### src/rtl/mem_arbiter_if.sv
// mem_arbiter_if -- bundle of the fetch port, data port and RAM-side signals
// of the two-port memory arbiter.
//
//   slave  : the arbiter's view (requests and RAM results in, everything else out)
//   master : the environment's view (requesters plus RAM model)
//
// Fetch port : if_req, if_addr -> if_rdata, if_ack
// Data port  : d_req, d_we, d_addr, d_wdata -> d_rdata, d_ack
// Status     : err (qualifies an ack whose access timed out)
// RAM side   : mem_addr, mem_din, mem_cs, mem_we, mem_oe -> mem_dout, mem_done
interface mem_arbiter_if;
  logic        if_req;
  logic [31:0] if_addr;
  logic [31:0] if_rdata;
  logic        if_ack;

  logic        d_req;
  logic        d_we;
  logic [31:0] d_addr;
  logic [31:0] d_wdata;
  logic [31:0] d_rdata;
  logic        d_ack;

  logic        err;

  logic [31:0] mem_addr;
  logic [31:0] mem_din;
  logic [31:0] mem_dout;
  logic        mem_done;
  logic        mem_cs;
  logic        mem_we;
  logic        mem_oe;

  modport slave (
    input  if_req, if_addr, d_req, d_we, d_addr, d_wdata, mem_dout, mem_done,
    output if_rdata, if_ack, d_rdata, d_ack, err,
           mem_addr, mem_din, mem_cs, mem_we, mem_oe
  );

  modport master (
    output if_req, if_addr, d_req, d_we, d_addr, d_wdata, mem_dout, mem_done,
    input  if_rdata, if_ack, d_rdata, d_ack, err,
           mem_addr, mem_din, mem_cs, mem_we, mem_oe
  );
endinterface

### src/rtl/mem_arbiter.sv
// mem_arbiter -- arbitrates a read-only fetch port and a read/write data port
// onto one single-ported RAM. One access is in flight at a time:
// IDLE (grant + latch request) -> ACCESS (drive RAM until mem_done or
// timeout) -> DONE (one-cycle ack to the granted port) -> IDLE.
//
// Ports:
//   clk  : single clock, rising edge
//   rst  : synchronous, active-high reset
//   bus  : mem_arbiter_if.slave (fetch port, data port, err, RAM side)
// Parameter:
//   TIMEOUT : ACCESS cycles without mem_done before the access is aborted
//             with err=1 (rdata left untouched).
// Configuration macro:
//   MEM_ARB_RR_EN : defined -> round-robin between the ports (fetch first
//                   after reset); undefined -> fixed priority, data port wins.
module mem_arbiter #(
  parameter int unsigned TIMEOUT = 255
) (
  input  logic         clk,
  input  logic         rst,
  mem_arbiter_if.slave bus
);

  typedef enum logic [1:0] {IDLE, ACCESS, DONE} state_t;

  // Counter value in the last ACCESS cycle before the timeout fires.
  localparam logic [15:0] CNT_LAST = 16'(TIMEOUT - 1);

  state_t      state;
  logic [15:0] cnt;
  logic        grant_d;     // 1 = current access belongs to the data port
  logic        pick_d;      // port chosen this cycle if IDLE grants
`ifdef MEM_ARB_RR_EN
  logic        last_d;      // last granted port was the data port
`endif

  logic [31:0] if_rdata_r, d_rdata_r, mem_addr_r, mem_din_r;
  logic        if_ack_r, d_ack_r, err_r, mem_cs_r, mem_we_r, mem_oe_r;

  // NOTE: combinational blocks assign every output unconditionally so no
  // latch can be inferred.
  always_comb begin
`ifdef MEM_ARB_RR_EN
    pick_d = (bus.if_req && bus.d_req) ? !last_d : bus.d_req;
`else
    pick_d = bus.d_req;
`endif
  end

  // NOTE: all state uses non-blocking assignments so every register samples
  // pre-edge values regardless of statement order.
  always_ff @(posedge clk) begin
    if (rst) begin
      state      <= IDLE;
      cnt        <= '0;
      grant_d    <= 1'b0;
      if_ack_r   <= 1'b0;
      d_ack_r    <= 1'b0;
      err_r      <= 1'b0;
      mem_cs_r   <= 1'b0;
      mem_we_r   <= 1'b0;
      mem_oe_r   <= 1'b0;
      mem_addr_r <= '0;
      mem_din_r  <= '0;
      if_rdata_r <= '0;
      d_rdata_r  <= '0;
`ifdef MEM_ARB_RR_EN
      last_d     <= 1'b1;
`endif
    end else begin
      case (state)
        IDLE: begin
          if (bus.if_req || bus.d_req) begin
            grant_d  <= pick_d;
`ifdef MEM_ARB_RR_EN
            last_d   <= pick_d;
`endif
            cnt      <= '0;
            mem_cs_r <= 1'b1;
            if (pick_d) begin
              mem_addr_r <= bus.d_addr;
              mem_din_r  <= bus.d_wdata;
              mem_we_r   <= bus.d_we;
              mem_oe_r   <= !bus.d_we;
            end else begin
              mem_addr_r <= bus.if_addr;
              mem_din_r  <= '0;
              mem_we_r   <= 1'b0;
              mem_oe_r   <= 1'b1;
            end
            state <= ACCESS;
          end
        end

        ACCESS: begin
          // mem_done is checked first so a completion in the timeout cycle
          // is still a normal completion.
          if (bus.mem_done || (cnt == CNT_LAST)) begin
            if (bus.mem_done && !mem_we_r) begin
              if (grant_d) d_rdata_r  <= bus.mem_dout;
              else         if_rdata_r <= bus.mem_dout;
            end
            err_r    <= !bus.mem_done;
            if_ack_r <= !grant_d;
            d_ack_r  <= grant_d;
            mem_cs_r <= 1'b0;
            mem_we_r <= 1'b0;
            mem_oe_r <= 1'b0;
            state    <= DONE;
          end else begin
            cnt <= cnt + 16'd1;
          end
        end

        DONE: begin
          if_ack_r <= 1'b0;
          d_ack_r  <= 1'b0;
          err_r    <= 1'b0;
          state    <= IDLE;
        end

        default: state <= IDLE;
      endcase
    end
  end

  assign bus.if_rdata = if_rdata_r;
  assign bus.if_ack   = if_ack_r;
  assign bus.d_rdata  = d_rdata_r;
  assign bus.d_ack    = d_ack_r;
  assign bus.err      = err_r;
  assign bus.mem_addr = mem_addr_r;
  assign bus.mem_din  = mem_din_r;
  assign bus.mem_cs   = mem_cs_r;
  assign bus.mem_we   = mem_we_r;
  assign bus.mem_oe   = mem_oe_r;

endmodule

### src/flat_wrapper.sv
// flat-port wrapper written by rule: the top's interface ports become plain ports
module mem_arbiter_flat 
#(
  parameter int unsigned TIMEOUT = 255
)
  (clk, rst, bus_if_req, bus_if_addr, bus_d_req, bus_d_we, bus_d_addr, bus_d_wdata, bus_mem_dout, bus_mem_done, bus_if_rdata, bus_if_ack, bus_d_rdata, bus_d_ack, bus_err, bus_mem_addr, bus_mem_din, bus_mem_cs, bus_mem_we, bus_mem_oe);
  mem_arbiter_if bus_i ();
  input  logic clk;
  input  logic rst;
  input wire logic [$bits(bus_i.if_req)-1:0] bus_if_req;
  input wire logic [$bits(bus_i.if_addr)-1:0] bus_if_addr;
  input wire logic [$bits(bus_i.d_req)-1:0] bus_d_req;
  input wire logic [$bits(bus_i.d_we)-1:0] bus_d_we;
  input wire logic [$bits(bus_i.d_addr)-1:0] bus_d_addr;
  input wire logic [$bits(bus_i.d_wdata)-1:0] bus_d_wdata;
  input wire logic [$bits(bus_i.mem_dout)-1:0] bus_mem_dout;
  input wire logic [$bits(bus_i.mem_done)-1:0] bus_mem_done;
  output wire logic [$bits(bus_i.if_rdata)-1:0] bus_if_rdata;
  output wire logic [$bits(bus_i.if_ack)-1:0] bus_if_ack;
  output wire logic [$bits(bus_i.d_rdata)-1:0] bus_d_rdata;
  output wire logic [$bits(bus_i.d_ack)-1:0] bus_d_ack;
  output wire logic [$bits(bus_i.err)-1:0] bus_err;
  output wire logic [$bits(bus_i.mem_addr)-1:0] bus_mem_addr;
  output wire logic [$bits(bus_i.mem_din)-1:0] bus_mem_din;
  output wire logic [$bits(bus_i.mem_cs)-1:0] bus_mem_cs;
  output wire logic [$bits(bus_i.mem_we)-1:0] bus_mem_we;
  output wire logic [$bits(bus_i.mem_oe)-1:0] bus_mem_oe;
  assign bus_i.if_req = bus_if_req;
  assign bus_i.if_addr = bus_if_addr;
  assign bus_i.d_req = bus_d_req;
  assign bus_i.d_we = bus_d_we;
  assign bus_i.d_addr = bus_d_addr;
  assign bus_i.d_wdata = bus_d_wdata;
  assign bus_i.mem_dout = bus_mem_dout;
  assign bus_i.mem_done = bus_mem_done;
  assign bus_if_rdata = bus_i.if_rdata;
  assign bus_if_ack = bus_i.if_ack;
  assign bus_d_rdata = bus_i.d_rdata;
  assign bus_d_ack = bus_i.d_ack;
  assign bus_err = bus_i.err;
  assign bus_mem_addr = bus_i.mem_addr;
  assign bus_mem_din = bus_i.mem_din;
  assign bus_mem_cs = bus_i.mem_cs;
  assign bus_mem_we = bus_i.mem_we;
  assign bus_mem_oe = bus_i.mem_oe;
  mem_arbiter #(.TIMEOUT(TIMEOUT)) u_core (.clk(clk), .rst(rst), .bus(bus_i));
endmodule
### config.mk
export PLATFORM = sky130hd
export DESIGN_NAME = mem_arbiter_flat
export DESIGN_NICKNAME = d
export VERILOG_FILES = /design/src/rtl/mem_arbiter_if.sv /design/src/rtl/mem_arbiter.sv /design/src/flat_wrapper.sv
export SDC_FILE = /design/constraint.sdc
export NUM_CORES = 1
export LEC_CHECK = 0
export BUFFER_PORTS_ARGS = -buffer_cell sky130_fd_sc_hd__buf_2
export CORE_MARGIN = 4
export CORE_UTILIZATION = 30
export DETAILED_ROUTE_END_ITERATION = 16
export GPL_TIMING_DRIVEN = 0
export PLACE_DENSITY = 0.56
export SLEW_MARGIN = 40
export SYNTH_ARGS = -nofsm -noshare
export SYNTH_HDL_FRONTEND = slang
export SYNTH_SLANG_ARGS = --single-unit
### constraint.sdc
create_clock -name clk -period 5.25 [get_ports clk]
set_clock_uncertainty 0.05 [all_clocks]
set_input_delay 0.7875 -clock clk [delete_from_list [all_inputs] [get_ports clk]]
set_output_delay 0.7875 -clock clk [all_outputs]
set_load 0.05 [all_outputs]
# Word-level counts from Yosys, hierarchy flattened
# Cells that the tools add are included.
# totals
regBits	153
wordCells	61
out_inout_bits	134
inputBits	134
# classes
eq_ne	6
bitwise_logic	1
mux	23
reduce_logical	17
addsub	1
# op_table
cell	n
$mux 32	2
$mux 16	2
$pmux 16 s2	1
$add 16x1->16 const B	1
$eq 16x8->1 const B	1
$pmux 1 s2	6
$mux 1	9
$reduce_and 4->1	2
$reduce_and 2->1	3
$reduce_and 3->1	2
$logic_not 1->1	4
$mux 2	2
$ne 2x1->1 const B	2
$pmux 2 s2	1
$reduce_bool 2->1	2
$eq 2x1->1 const B	1
$eq 2x2->1 const B	1
$logic_not 2->1	1
$logic_or 1x1->1	2
$ne 2x2->1 const B	1
$logic_and 1x1->1	1
$not 1->1	1

# Logic depth before layout (Yosys ltp)
# Gate-level depths: netlist of the first run.
# logic_depth
word_depth	4
mapped_depth	8
mapped_depth_nobuf	6

# Least setup slack after synthesis of the first run
# Ideal clock, no wire load.
# synth_path
kind	input to register
start	input port bus_mem_done
end	register u_core.cnt[10]
path_stages	6
t_required_ns	5.130
t_arrival_ns	2.219
setup_time_ns	0.070
n_path_buf	2
path_slack_ns	2.911
path_cell_list	buf_2 or3b_1 buf_2 or4_4 or2_0 a21oi_1
# synth_between
elab_chain_len	3
# synth_rtl
item	line	text
from (decl)	flat_wrapper.sv:17	input wire logic [$bits(bus_i.mem_done)-1:0] bus_mem_done;
$logic_or 1x1->1	mem_arbiter.sv:98	if (bus.mem_done || (cnt == CNT_LAST)) begin
$ne 2x2->1 (no source line)	-	
$reduce_and 3->1 (no source line)	-	
to (signal assigned)	mem_arbiter.sv:111	cnt <= cnt + 16'd1;
to (decl)	mem_arbiter.sv:30	logic [15:0] cnt;
# Every way passes these cells.
# A chain may end at the register's enable or synchronous reset.

# Final worst setup path of the first run
# layout_path
start	input port bus_mem_done
end	register u_core.cnt[15]
# The elaborated chain is that of the path after synthesis.

==> summary.txt, run 1 <==
CTS
  – CTS resizes: 0
  – CTS HTree Levels: 4
  – Root buffer cell: clkbuf_16
  – Clk Latency, worst-skew pair: 0.42 ns
  – Clock sinks: 153
  – Clk pin slew, worst setup/hold paths: 0.06 ns
  – TritonCTS clock tree: yes
  – TritonCTS Buffers: 17
  – CTS hold repair buffers: 0
  – Max Root-Sink Buffers: 2
  – Setup Buffers After CTS: 0

Pwr
  – Seq pwr share: 41.3%
  – Int Pwr: 2.08 mW
  – Pleak: 3.63 nW
  – Switch Pwr: 0.961 mW
  – Max IR drop VDD: 0.238 mV
  – Switch share: 31.6%
  – Clock network fraction of design power: 40.4%
  – Design Power: 3.04 mW
  – Pwr Density: 369 mW/mm²
  – Combinational share of power: 18.2%

Floorplanning
  – Initial Utilization: 30.7%
  – Chip Width: 150 µm
  – Die H: 150 µm
  – Core Rows: 51
  – Core Area: 0.0196 mm²
  – # IOs: 268
  – Die area: 0.0224 mm²

Synthesis
  – Mapped Area: 0.00601 mm²
  – Mapped Cells: 700
  – Area fraction of the dominant cell type after synthesis: 51.0%
  – Sequential area share after synthesis: 51.0%
  – Mapped Nets: 836
  – Syn Area/Cell: 8.58 µm²
  – Synth area leader: dfxtp_1
  – Syn. warnings: 0
  – Fraction of registers with async set/reset: 0%
  – Synthesized flop and latch total: 153
  – Main area contributors after synthesis: dfxtp_1, nand2_1, a21oi_1
  – Post-synth EDFFs: 0
  – Post-synth top flop: dfxtp_1
  – Count of cell types in the netlist: 52

Timing
  – Measured slew at the worst slew-check pin: 0.751 ns
  – Unrepaired setup endpoints after global routing: false
  – Hold Vio Cnt, Final: 0
  – Final setup fails: 0
  – Period minus WS final: 2.40 ns
  – Max frequency: 417 MHz
  – Rel. slew slack: 49.6%
  – Setup ws final: 2.85 ns
  – Max-slew violation count: 0
  – Period utilization: 45.7%
  – Setup_tns: 0 ns

Routing
  – Via/cell ratio: 4.75
  – Routed Wire Length: 19700 µm
  – Detailed-route via count: 6004
  – Drt pass-1 iters: 5
  – Initial drt markers: 254
  – Drt wl/cell: 15.6 µm
  – Post-DRT Antenna Nets: 0
  – DRC Markers: 0

Outcome
  – Status: finished clean

GRT
  – Vias in the first global route: 5871
  – First-pass GRT wire length: 30700 µm
  – Largest net degree at the start of global routing: 17
  – Remaining global-route overflow: 0
  – Total Routing Usage GR: 17.1%
  – Initial antenna violation count: 1

Setup path
  – CP cell instances: buf_2 > or3b_1 > buf_2 > clkbuf_1 > o21ai_1 > o221ai_1
  – CP arrival: 2.62 ns
  – CP Buf/Inv Count: 3
  – Crit path max fanout: 10
  – Top delay family on crit path: compound AO/OA/AOI/OAI gates
  – Setup CP Type: primary input to flop
  – Setup crit end kind: flop
  – CP peak stage delay: 0.67 ns
  – Cell repeated most along the worst path: buf_2
  – Worst EP required: 5.47 ns
  – Slowest-stage cell, CP: o21ai_1
  – Nature of the critical path startpoint: primary input

Job
  – Max_cap viols: 0

Placement
  – Placement Setup Slack: 2.46 ns
  – Placer congestion estimate: 0.835
  – Post-DP Area: 0.00766 mm²
  – HPWL Detailed: 14900 µm
  – IO Port Bufs: 264
  – Placed cell count: 1229

Final layout
  – Nets: 1119
  – Layout cells sized above 1: 31.8%
  – Synth-to-Final Area Change: 37.4%
  – Fin cells: 1263
  – Post-route cell area: 0.00825 mm²

Hold path
  – Worst Hold Class: flop to flop
-- synth_stat cells (all sizes together), types with 2 or more instances --
cell type,count
clkbuf,43
mux2i,32
nand4,11
a211oi,34
nor4b,3
or4,5
or3,3
a31oi,6
or4b,2
nor3,5
nand2,144
o31ai,2
o221ai,4
and2,2
nor4,3
o211ai,7
buf,16
a22oi,33
nand3,7
nor2b,3
ha,2
a21oi,72
o21ai,7
o21a,2
nor2,78
inv,2
and4,3
dfxtp,153
-- worst min-delay path, delay by kind of cell, from the launching register on --
family | cells | cell delay (ns)
flops | 1 | 0.30
compound gates | 1 | 0.05
simple gates | 1 | 0.05
-- routing by layer --
| layer | track usage (%) | up-vias | share of wire (%) |
|---|---|---|---|
| met5 | 0 | - | 0 |
| met1 | 21.8 | 2734 | 43 |
| met2 | 28.1 | 201 | 48 |
| met3 | 4.97 | 29 | 6.9 |
| met4 | 5.45 | 0 | 2.0 |
| li1 | - | 3040 | - |
-- area by class of cell --
| cell class | instances | area [µm²] |
|---|---|---|
| Clock inverter | 15 | 163 |
| Buffer | 59 | 245 |
| Timing Repair Buffer | 264 | 1320 |
| Inverter | 3 | 11.3 |
| Tap cell | 265 | 332 |
| Sequential cell | 153 | 3060 |
| Clock buffer | 17 | 425 |
| Fill cell | 2018 | 11300 |
| Antenna cell | 2 | 5.00 |
| Multi-Input combinational cell | 485 | 2690 |
-- cells by family (layout without fill, tap and decap cells) --
| logic type | after synthesis | after routing | share of synthesized area (%) |
|---|---|---|---|
| DFF | 153 | 153 | 51.0 |
| muxes | 33 | 33 | 5.52 |
| AOI/OAI and AO/OA | 174 | 174 | 18.6 |
| buffers and inverters | 62 | 358 | 4.27 |
| and+or+nand+nor | 276 | 276 | 20.2 |
| other | 0 | 2 | 0 |
| adders and majority gates | 2 | 2 | 0.416 |
-- power by group through the flow --
stage | Combinational [mW] | Clock [mW] | Sequential [mW]
2_1_floorplan | 0.171 | 0 | 1.49
4_1_cts | 0.560 | 1.26 | 1.26
3_3_place_gp | 0.560 | 0 | 1.28
6_report | 0.555 | 1.23 | 1.26
3_5_place_dp | 0.560 | 0 | 1.28
5_1_grt | 0.599 | 1.30 | 1.26
-- metrics by stage --
step	hold WS, ns	utilization, %
global placement	0.390	39.1
global route	0.418	42.1
finish	0.400	42.1
detailed placement	0.395	39.1
CTS	0.403	42.1
floorplan	0.432	-
-- sequential cells by signal (all words and copies together) (netlist names), 2 cells and up --
register,flops
u_core.bus.if_rdata,32
u_core.bus.d_rdata,32
u_core.bus.mem_din,32
u_core.state,2
u_core.cnt,16
u_core.bus.mem_addr,32
-- final timing paths --
check / startpoint / to / slack, ns / cells after the start
worst min register to register: u_core.bus.if_rdata[20] / u_core.bus.if_rdata[20] / 0.40 / 2
worst min-delay path: u_core.bus.if_rdata[20] / u_core.bus.if_rdata[20] / 0.40 / 2
worst max-delay path: bus_mem_done / u_core.cnt[15] / 2.85 / 6
worst max register to register: u_core.cnt[0] / u_core.cnt[15] / 2.91 / 7
-- cell usage in the layout, fill, tap and decap left out, types with 2 or more instances in the layout --
cell,Yosys,layout
a211oi_1,34,34
a21oi_1,72,72
a22oi_1,33,33
a31oi_1,6,6
and2_1,2,2
and4_1,3,3
buf_1,4,4
buf_2,11,275
bufinv_16,0,2
clkbuf_1,41,41
clkbuf_16,0,17
clkbuf_2,2,2
clkinv_2,0,4
dfxtp_1,153,153
diode_2,0,2
ha_1,2,2
inv_1,2,2
inv_6,0,5
inv_8,0,2
mux2i_1,32,32
nand2_1,144,144
nand3_1,7,7
nand4_1,10,10
nor2_1,78,78
nor2b_1,3,3
nor3_1,5,5
nor4_1,3,3
nor4b_1,2,2
o211ai_1,7,7
o21a_1,2,2
o21ai_0,5,5
o21ai_1,2,2
o221ai_1,4,4
o31ai_1,2,2
or3_1,3,3
or4_1,4,4
No activity file was read; power rests on OpenSTA's default activity.
==> run 2, diff against run 1 <==
- PLACE_DENSITY: 0.56 -> 0.58
- clock period: 5.25 -> 2.1 ns (I/O delays scaled with it)
==> summary.txt, run 2 (synthesis results as in run 1) <==
Setup path
  – Slowest-stage cell, CP: o21ai_4
  – Top delay family on crit path: buffers and inverters
  – CP arrival: 2.21 ns
  – Nature of the critical path startpoint: flop
  – Worst EP required: 2.33 ns
  – Setup CP Type: flop to flop
  – FF-to-FF path depth: 6
  – Critical Path Stages: 6
  – Setup crit end kind: flop
  – CP peak stage delay: 0.38 ns
  – CP cell instances: buf_6 > or3b_1 > buf_2 > clkbuf_1 > o21ai_4 > o221ai_1
  – CP Buf/Inv Count: 3
  – Crit path max fanout: 10

GRT
  – Remaining global-route overflow: 0
  – First-pass GRT wire length: 30200 µm
  – Largest net degree at the start of global routing: 17
  – Initial antenna violation count: 2
  – Total Routing Usage GR: 16.9%
  – Vias in the first global route: 5840

Final layout
  – Post-route cell area: 0.00836 mm²
  – Most common cell after layout, fill and taps aside: buf_2
  – Synth-to-Final Area Change: 39.1%
  – Most frequent cells in the layout: buf_2, dfxtp_1, nand2_1
  – Nets: 1117
  – Fillers: 2020
  – Layout cells sized above 1: 33.7%
  – Fin util: 42.7%

Floorplanning
  – Die area: 0.0224 mm²
  – Initial Utilization: 30.7%
  – # IOs: 268
  – Core Rows: 51
  – Die H: 150 µm
  – Chip Width: 150 µm
  – Core Area: 0.0196 mm²

Placement
  – HPWL Detailed: 14800 µm
  – IO Port Bufs: 264
  – Post-DP Area: 0.00766 mm²
  – Placer congestion estimate: 0.867

CTS
  – CTS HTree Levels: 4
  – TritonCTS Buffers: 17
  – Clk Latency, worst-skew pair: 0.41 ns
  – TritonCTS clock tree: yes
  – Max Root-Sink Buffers: 2
  – Clk pin slew, worst setup/hold paths: 0.07 ns
  – CTS hold repair buffers: 0
  – Clock sinks: 153
  – Setup Buffers After CTS: 0
  – Root buffer cell: clkbuf_16

Hold path
  – Min-Delay Path Depth: 2
  – Worst Hold Class: primary input to flop

Routing
  – Routed wl met2: 9580 µm
  – DR WL met3: 1140 µm
  – Uppermost layer routed: met4
  – Met1 WL: 8370 µm
  – DRC Markers: 0
  – Post-DRT Antenna Nets: 0
  – Drt wl/cell: 15.4 µm
  – Drt pass-1 iters: 5
  – Via/cell ratio: 4.69
  – Detailed-route via count: 5919
  – Initial drt markers: 302
  – Routed Wire Length: 19500 µm

Pwr
  – Design Power: 7.75 mW
  – Pleak: 3.68 nW
  – Max IR drop VDD: 0.526 mV
  – Pwr Density: 927 mW/mm²

Outcome
  – Status: finished clean

Timing
  – Hold Vio Cnt, Final: 0
  – Period utilization: 94.3%
  – Final setup fails: 0
  – Max-slew violation count: 0
  – Max frequency: 505 MHz
  – Rel. slew slack: 48.2%
  – Measured slew at the worst slew-check pin: 0.777 ns
  – Unrepaired setup endpoints after global routing: true
  – Period minus WS final: 1.98 ns

Job
  – Max_cap viols: 0
==> run 2: cell count changes in the layout (fill, tap and decap cells not counted), moves of 2 or more <==
cell,before,now
buf_2,275,269
clkbuf_2,2,13
clkbuf_1,41,31
buf_1,4,2
dfxtp_2,0,2
dfxtp_1,153,151
clkbuf_4,0,6
clkinv_2,4,1
==> run 2: power breakdown <==
part           switching (mW)  leakage, nW  internal (mW)  total, mW
sequential             0.0820         1.25           3.06       3.14
clock                    1.29        0.297           1.91       3.20
combinational            1.02         2.13          0.381       1.40
==> run 2: repair_timing <==
action                                  4_1_cts  5_1_grt
endpoints found under the setup margin       25      133
gates cloned                                  0        0
gates resized for setup                       4       33
==> run 2: worst paths after layout <==
kind         slack (ns)                     end                    from
max                0.12           u_core.cnt[9]         u_core.state[1]
min                0.04       u_core.bus.mem_oe                bus_d_we
max reg2reg        0.12           u_core.cnt[9]         u_core.state[1]
min reg2reg        0.40  u_core.bus.d_rdata[26]  u_core.bus.d_rdata[26]
==> run 2: routing by layer <==
metal | up-vias | GRT usage [%]
met2 | 175 | 28.5
met4 | 0 | 5.49
li1 | 3030 | -
met5 | - | 0
met1 | 2695 | 21.2
met3 | 19 | 4.27
==> run 2: area by class of cell <==
type | count | area [µm²] | share of cell area, %
flip-flops and latches | 153 | 3070 | 36.7
multi-input cells | 485 | 2740 | 32.8
repair buffers | 264 | 1320 | 15.8
clock buffers | 18 | 429 | 5.13
well taps | 265 | 332 | 3.97
plain buffers | 57 | 267 | 3.19
clock inverters | 14 | 190 | 2.28
inverters | 3 | 11.3 | 0.135
diodes | 2 | 5.00 | 0.0599
==> run 2: stage by stage <==
| step | hold slack, ns | worst slack [ns] | cells | setup TNS [ns] |
|---|---|---|---|---|
| after floorplan | 0.360 | 0.221 | 700 | 0 |
| after global placement | 0.389 | -0.216 | 1229 | -2.10 |
| after detailed placement | 0.393 | -0.267 | 1229 | -2.21 |
| after CTS | 0.0132 | 0.0184 | 1261 | 0 |
| after global routing | 0.0288 | -0.0164 | 1261 | -0.0462 |
| final | 0.0359 | 0.119 | 1261 | 0 |
==> run 2: worst reg2reg max path, delay by kind of cell, from the launching register on <==
family                 cells  cell delay, ns
buffers and inverters      3            0.58
AOI/OAI and AO/OA          2            0.56
and+or+nand+nor            1            0.36
DFF                        1            0.31
